**src/rtl/flash_cmd_sequencer.sv**
```systemverilog
// rtl/flash_cmd_sequencer.sv - JEDEC word-mode command sequencer and flash bus arbiter
module flash_cmd_sequencer #(
    parameter int WE_LOW_CYCLES = 2,
    parameter int WE_HIGH_CYCLES = 2,
    parameter int BUSY_SETTLE = 4,
    parameter int TIMEOUT_W = 24,
    parameter logic [TIMEOUT_W-1:0] TIMEOUT = 24'hFFFFFF
) (
    input  logic        CLKCPU,
    input  logic        RESET_n,
    input  logic        cmd_valid,
    input  logic [1:0]  cmd_op,
    input  logic [18:0] cmd_addr,
    input  logic [15:0] cmd_data,
    output logic        cmd_ready,
    output logic        busy,
    output logic        done,
    output logic        error,
    input  logic        cpu_req,
    output logic        cpu_grant,
    output logic        cpu_wait,
    input  logic        FLASH_BUSY_n,
    output logic [18:0] FLASH_A,
    output logic [15:0] FLASH_DQ_OUT,
    output logic        FLASH_DQ_OE,
    output logic        FLASH_WE_n,
    output logic        FLASH_OE_n
);

    localparam logic [2:0] IDLE    = 3'd0;
    localparam logic [2:0] SETUP   = 3'd1;
    localparam logic [2:0] WE_LO   = 3'd2;
    localparam logic [2:0] WE_HI   = 3'd3;
    localparam logic [2:0] SETTLE  = 3'd4;
    localparam logic [2:0] POLL    = 3'd5;
    localparam logic [2:0] DONE    = 3'd6;
    localparam logic [2:0] ERR_RST = 3'd7;

    localparam logic [1:0] OP_PROG  = 2'b00;
    localparam logic [1:0] OP_SECT  = 2'b01;
    localparam logic [1:0] OP_RST   = 2'b11;

    localparam logic [TIMEOUT_W-1:0] LO_LAST     = TIMEOUT_W'(WE_LOW_CYCLES - 1);
    localparam logic [TIMEOUT_W-1:0] HI_LAST     = TIMEOUT_W'(WE_HIGH_CYCLES - 1);
    localparam logic [TIMEOUT_W-1:0] SETTLE_LAST = TIMEOUT_W'(BUSY_SETTLE - 1);
    localparam logic [TIMEOUT_W-1:0] POLL_LAST   = TIMEOUT - TIMEOUT_W'(1);

    logic [2:0]           state, state_n;
    logic [2:0]           step, last_step;
    logic [TIMEOUT_W-1:0] cnt;
    logic [1:0]           op_r;
    logic [18:0]          addr_r;
    logic [15:0]          data_r;
    logic                 err_r;
    logic                 in_err;
    logic [18:0]          a_r;
    logic [15:0]          dq_r;
    logic                 we_n_r, dq_oe_r, busy_r, done_r;
    logic [34:0]          word_n;

    // Bus cycle {address, data} for a given command and step index.
    function automatic logic [34:0] seq_word(input logic [1:0] op, input logic [2:0] idx,
                                             input logic [18:0] a, input logic [15:0] d);
        logic [34:0] w;
        w = {19'h00000, 16'h00F0};
        if (op != OP_RST) begin
            case (idx)
                3'd0: w = {19'h00555, 16'h00AA};
                3'd1: w = {19'h002AA, 16'h0055};
                3'd2: w = (op == OP_PROG) ? {19'h00555, 16'h00A0} : {19'h00555, 16'h0080};
                3'd3: w = (op == OP_PROG) ? {a, d} : {19'h00555, 16'h00AA};
                3'd4: w = {19'h002AA, 16'h0055};
                3'd5: w = (op == OP_SECT) ? {a, 16'h0030} : {19'h00555, 16'h0010};
                default: w = {19'h00000, 16'h00F0};
            endcase
        end
        return w;
    endfunction

    // Index of the final bus cycle for the latched command.
    always_comb begin
        case (op_r)
            OP_PROG: last_step = 3'd3;
            OP_RST:  last_step = 3'd0;
            default: last_step = 3'd5;
        endcase
    end

    // Next state; the CPU wins an acceptance tie simply by blocking it.
    always_comb begin
        state_n = state;
        case (state)
            IDLE:    if (cmd_valid && !cpu_req) state_n = SETUP;
            SETUP:   state_n = WE_LO;
            ERR_RST: state_n = WE_LO;
            WE_LO:   if (cnt == LO_LAST) state_n = WE_HI;
            WE_HI: begin
                if (cnt == HI_LAST) begin
                    if (in_err)
                        state_n = IDLE;
                    else if (step == last_step)
                        state_n = (op_r == OP_RST) ? DONE : SETTLE;
                    else
                        state_n = SETUP;
                end
            end
            SETTLE:  if (cnt == SETTLE_LAST) state_n = POLL;
            POLL: begin
                if (FLASH_BUSY_n)
                    state_n = DONE;
                else if (cnt == POLL_LAST)
                    state_n = ERR_RST;
            end
            DONE:    state_n = IDLE;
            default: state_n = IDLE;
        endcase
    end

    // Address/data for the next SETUP: first cycle comes from the live command inputs.
    always_comb begin
        if (state == IDLE)
            word_n = seq_word(cmd_op, 3'd0, cmd_addr, cmd_data);
        else
            word_n = seq_word(op_r, step + 3'd1, addr_r, data_r);
    end

    // State, counters, latched command and registered pin outputs.
    always_ff @(posedge CLKCPU) begin
        if (!RESET_n) begin
            state   <= IDLE;
            step    <= 3'd0;
            cnt     <= '0;
            op_r    <= 2'b00;
            addr_r  <= 19'h0;
            data_r  <= 16'h0;
            err_r   <= 1'b0;
            in_err  <= 1'b0;
            a_r     <= 19'h0;
            dq_r    <= 16'h0;
            we_n_r  <= 1'b1;
            dq_oe_r <= 1'b0;
            busy_r  <= 1'b0;
            done_r  <= 1'b0;
        end else begin
            state <= state_n;
            if (state_n != state)
                cnt <= '0;
            else if (state != IDLE)
                cnt <= cnt + 1'b1;

            if (state == IDLE)
                step <= 3'd0;
            else if (state == WE_HI && state_n == SETUP)
                step <= step + 3'd1;

            if (state == IDLE && state_n == SETUP) begin
                op_r   <= cmd_op;
                addr_r <= cmd_addr;
                data_r <= cmd_data;
                err_r  <= 1'b0;
                in_err <= 1'b0;
            end
            if (state == POLL && state_n == ERR_RST) begin
                err_r  <= 1'b1;
                in_err <= 1'b1;
            end

            if (state_n == SETUP) begin
                a_r  <= word_n[34:16];
                dq_r <= word_n[15:0];
            end else if (state_n == ERR_RST) begin
                a_r  <= 19'h0;
                dq_r <= 16'h00F0;
            end else if (state_n == IDLE) begin
                a_r  <= 19'h0;
                dq_r <= 16'h0;
            end

            we_n_r  <= (state_n != WE_LO);
            dq_oe_r <= (state_n == SETUP) || (state_n == WE_LO) ||
                       (state_n == WE_HI) || (state_n == ERR_RST);
            busy_r  <= (state_n != IDLE);
            done_r  <= (state_n == DONE);
        end
    end

    assign cmd_ready    = (state == IDLE) && !cpu_req;
    assign cpu_grant    = (state == IDLE);
    assign cpu_wait     = cpu_req && (state != IDLE);
    assign busy         = busy_r;
    assign done         = done_r;
    assign error        = err_r;
    assign FLASH_A      = a_r;
    assign FLASH_DQ_OUT = dq_r;
    assign FLASH_DQ_OE  = dq_oe_r;
    assign FLASH_WE_n   = we_n_r;
    assign FLASH_OE_n   = 1'b1;

endmodule
```
**config.mk**
```make
export PLATFORM = sky130hd
export DESIGN_NAME = flash_cmd_sequencer
export DESIGN_NICKNAME = d
export VERILOG_FILES = /design/src/rtl/flash_cmd_sequencer.sv
export SDC_FILE = /design/constraint.sdc
export NUM_CORES = 1
export LEC_CHECK = 0
export CAP_MARGIN = 15
export CORE_MARGIN = 2
export CORE_UTILIZATION = 52
export DETAILED_ROUTE_END_ITERATION = 7
export PLACE_DENSITY = 0.91
export SLEW_MARGIN = 20
export SYNTH_ARGS = -nofsm -noshare
export SYNTH_HDL_FRONTEND = slang
export SYNTH_SLANG_ARGS = --single-unit
```
**constraint.sdc**
```tcl
create_clock -name CLKCPU -period 2.9 [get_ports CLKCPU]
set_clock_uncertainty 0.15 [all_clocks]
set_input_delay 0.58 -clock CLKCPU [delete_from_list [all_inputs] [get_ports CLKCPU]]
set_output_delay 0.58 -clock CLKCPU [all_outputs]
set_load 0.01 [all_outputs]
```
==> impl_metrics.csv <==
group,metric,value,unit
floorplan,coreArea,8760,um^2
worst_setup_path,slowest_stage,"or4_1",
floorplan,die_h,99.4,um
pwr,pwr_density_cell,470,nW/um^2
synth,yosysUniqueCellTypes,53,
cells_and_area,diodes,0,
route,drtIter0Drc,334,
pwr,power,2.82,mW
synth,synth_area,4730,um^2
route,drc_errors,0,
job,cap_violations,0,
synth,syn_inst,540,
clocking,clkTransAtPathRegs,100,ps
sta,period_share,0.972,
cells_and_area,nNetsFinal,684,
synth,yosysWarnings,0,
clocking,numCtsBuffers,9,
clocking,cts_sinks,107,
global_route,grt_pass1_vias,4196,
sta,hold_violations,0,
clocking,htree_levels,3,
global_route,antenna_found_initial,0,
clocking,cts_hold_buf,0,
sta,min_period,2820,ps
sta,setup_viol,0,
synth,synth-simple-area-share,0.225,
pwr,total_leakage_power,2.27,nW
route,wl,12.4,mm
sta,worstMarginPinSlew,677,ps
clocking,cts_tree,"done",
route,drtPass1Iterations,5,
synth,synth-async-reset-ratio,0,
pwr,irDropWorstVdd,0.263,mV
synth,syn_nets,593,
clocking,root_buffer,"clkbuf_8",
cells_and_area,layout-drive-gt1-share,0.0849,
placed_design,dpl.hpwl,8.82,mm
worst_setup_path,cp_cell_sequence,"or4_1 > nor2_2 > and3_1 > mux2i_2 > a21oi_1 > a2111o_1 > buf_4 > nor2_1",
worst_setup_path,crit_path_max_fanout,10,
worst_setup_path,worstSetupStartpointType,"flip-flop",
clocking,clock_tree.buffer_depth,2,
cells_and_area,fillers,622,
worst_setup_path,required,3060,ps
synth,muxShareOfSynthArea,0.00450,
synth,synth_edf_count,0,
clocking,clkLatencyLatePin,380,ps
sta,max_slew_margin,0.545,
worst_setup_path,path_class,"flip-flop to flip-flop",
route,ant_nets,0,
route,drt-wirelength-per-cell,16.6,um
global_route,grt_max_degree,39,
global_route,grt_pass1_wl,19.8,mm
synth,synth_top_family_by_area,"simple AND/OR/NAND/NOR gates",
sta,clock.fmax,355,MHz
worst_setup_path,crit_buf_inv,1,
global_route,grt_remaining_overflow,0,
worst_setup_path,cp-end-kind,"flip-flop",
floorplan,start_util,0.540,
route,num_vias,4329,
placed_design,pre_cts_ws,-10.9,ps
worst_setup_path,crit_family,"simple AND/OR/NAND/NOR gates",
floorplan,die_x,99.4,um
worst_setup_path,cp_slowest_stage_delay,590,ps
global_route,grt.total_usage,0.248,
synth,yosys.area_share.adder,0.0291,
placed_design,routabilityCongestion,0.882,
synth,synth_xor_area_frac,0.0463,
sta,slew_viol_final,0,
floorplan,ioPinCount,86,
floorplan,dieArea,9870,um^2
synth,ys_seq_area_frac,0.453,
synth,avgSynthCellArea,8.76,um^2
worst_setup_path,worst_ep_arrival_time,2980,ps
cells_and_area,area_growth,26.9,%
sta,setup_ws,81.4,ps
synth,ys.flop_type,"dfxtp_1",
synth,synth_compound_area_frac,0.207,
run_status,status,"finished, final reports clean",
synth,ys_ff_latch,107,
worst_hold_path,hold_class,"flip-flop to flip-flop",
placed_design,port_buffers,84,
floorplan,placementRows,34,
route,via_per_inst,5.82,
==> sequential cells by signal, summed over array words and instances, names as in the netlist <==
register	count
cnt	24
FLASH_A	19
addr_r	19
FLASH_DQ_OUT	16
data_r	16
state	3
step	3
op_r	2
FLASH_DQ_OE	1
FLASH_WE_n	1
busy	1
done	1
in_err	1
==> layout make-up <==
class | instances | area, um^2 | share of cell area
Inverter | 15 | 56.3 | 0.00938
Sequential cell | 107 | 2140 | 0.357
Clock inverter | 7 | 66.3 | 0.0110
Multi-Input combinational cell | 393 | 2460 | 0.411
Clock buffer | 9 | 124 | 0.0206
Timing Repair Buffer | 105 | 1010 | 0.168
Tap cell | 108 | 135 | 0.0225
==> synth_stat cells, drive strengths merged, types with 6 or more instances <==
| cell | instances | area share |
|---|---|---|
| nand3 | 9 | 0.0095 |
| nand2 | 104 | 0.083 |
| nor2b | 6 | 0.0079 |
| and3 | 7 | 0.0093 |
| ha | 11 | 0.029 |
| nor4 | 7 | 0.012 |
| a22o | 32 | 0.059 |
| nor3 | 8 | 0.0095 |
| a21boi | 40 | 0.064 |
| inv | 15 | 0.012 |
| a21oi | 16 | 0.017 |
| dfxtp | 107 | 0.45 |
| xnor2 | 7 | 0.013 |
| o21ai | 22 | 0.023 |
| nor2 | 44 | 0.035 |
| xor2 | 18 | 0.033 |
| clkbuf | 16 | 0.013 |
| buf | 9 | 0.0098 |
| a21o | 9 | 0.014 |
==> timing repair <==
item                       CTS  global route
resized for setup            1            10
pin swaps                    0             5
setup buffers                0             2
setup endpoints to repair    7            58
==> placed cells by master, fill, tap and decap left out, drive strengths merged, types with 8 or more instances in the layout <==
cell           count
nor2              44
clkbuf             9
a21boi            40
a22o              32
dfxtp            107
nand2            104
buf               21
nand3              9
inv               19
a21oi             16
nor3               8
o21ai             22
a21o               9
ha                11
clkdlybuf4s50     84
xor2              18
==> worst paths after layout <==
path / start / to / slack (ps) / cells after the start
setup reg to reg: cnt[23]$_SDFFE_PP0N_ / cnt[3]$_SDFFE_PP0N_ / 80 / 8
hold reg to reg: addr_r[17]$_SDFFE_PN0P_ / addr_r[17]$_SDFFE_PN0P_ / 320 / 2
setup / recovery: cnt[23]$_SDFFE_PP0N_ / cnt[3]$_SDFFE_PP0N_ / 80 / 8
hold / removal: addr_r[17]$_SDFFE_PN0P_ / addr_r[17]$_SDFFE_PN0P_ / 320 / 2
==> kinds of logic (layout without fill, tap and decap cells) <==
group | Yosys count | in the layout
flip-flops | 107 | 107
multiplexers | 2 | 2
buffers and inverters | 40 | 136
AO/OA/AOI/OAI | 136 | 136
adder cells (fa/ha/maj) | 11 | 11
other | 1 | 1
AND/OR/NAND/NOR | 218 | 218
XOR/XNOR | 25 | 25
==> metal layers <==
metal / vias up / wire length (um) / GRT usage
met5: - / 0 / 0
met4: 0 / 228 / 0.0917
met3: 25 / 814 / 0.0365
met2: 191 / 6180 / 0.429
met1: 2064 / 5160 / 0.315
li1: 2049 / - / -
==> metrics by stage <==
step | cell area, um^2 | setup TNS [ps] | std cells | hold WS (ps) | utilization
floorplan | 4730 | 0 | 540 | 288 | -
global placement | 5750 | 0 | 726 | 286 | 0.656
CTS | 5950 | 0 | 742 | 320 | 0.678
finish | 6000 | 0 | 744 | 319 | 0.685
global route | 6000 | -214 | 744 | 338 | 0.685
detailed placement | 5750 | -27.4 | 726 | 295 | 0.656
==> power by group <==
group / internal [mW] / switching (mW) / leakage [nW] / total, mW
combinational: 0.182 / 0.194 / 1.30 / 0.376
sequential: 1.52 / 0.0348 / 0.869 / 1.56
clock: 0.335 / 0.551 / 0.0982 / 0.886
==> worst reg2reg max path, cell delays in order (launching register included) <==
cell	delay (ps)
dfxtp_1	340
or4_1	590
nor2_2	200
and3_1	250
mux2i_2	280
a21oi_1	160
a2111o_1	460
buf_4	200
nor2_1	120
Power figures use the tool's default switching activity.
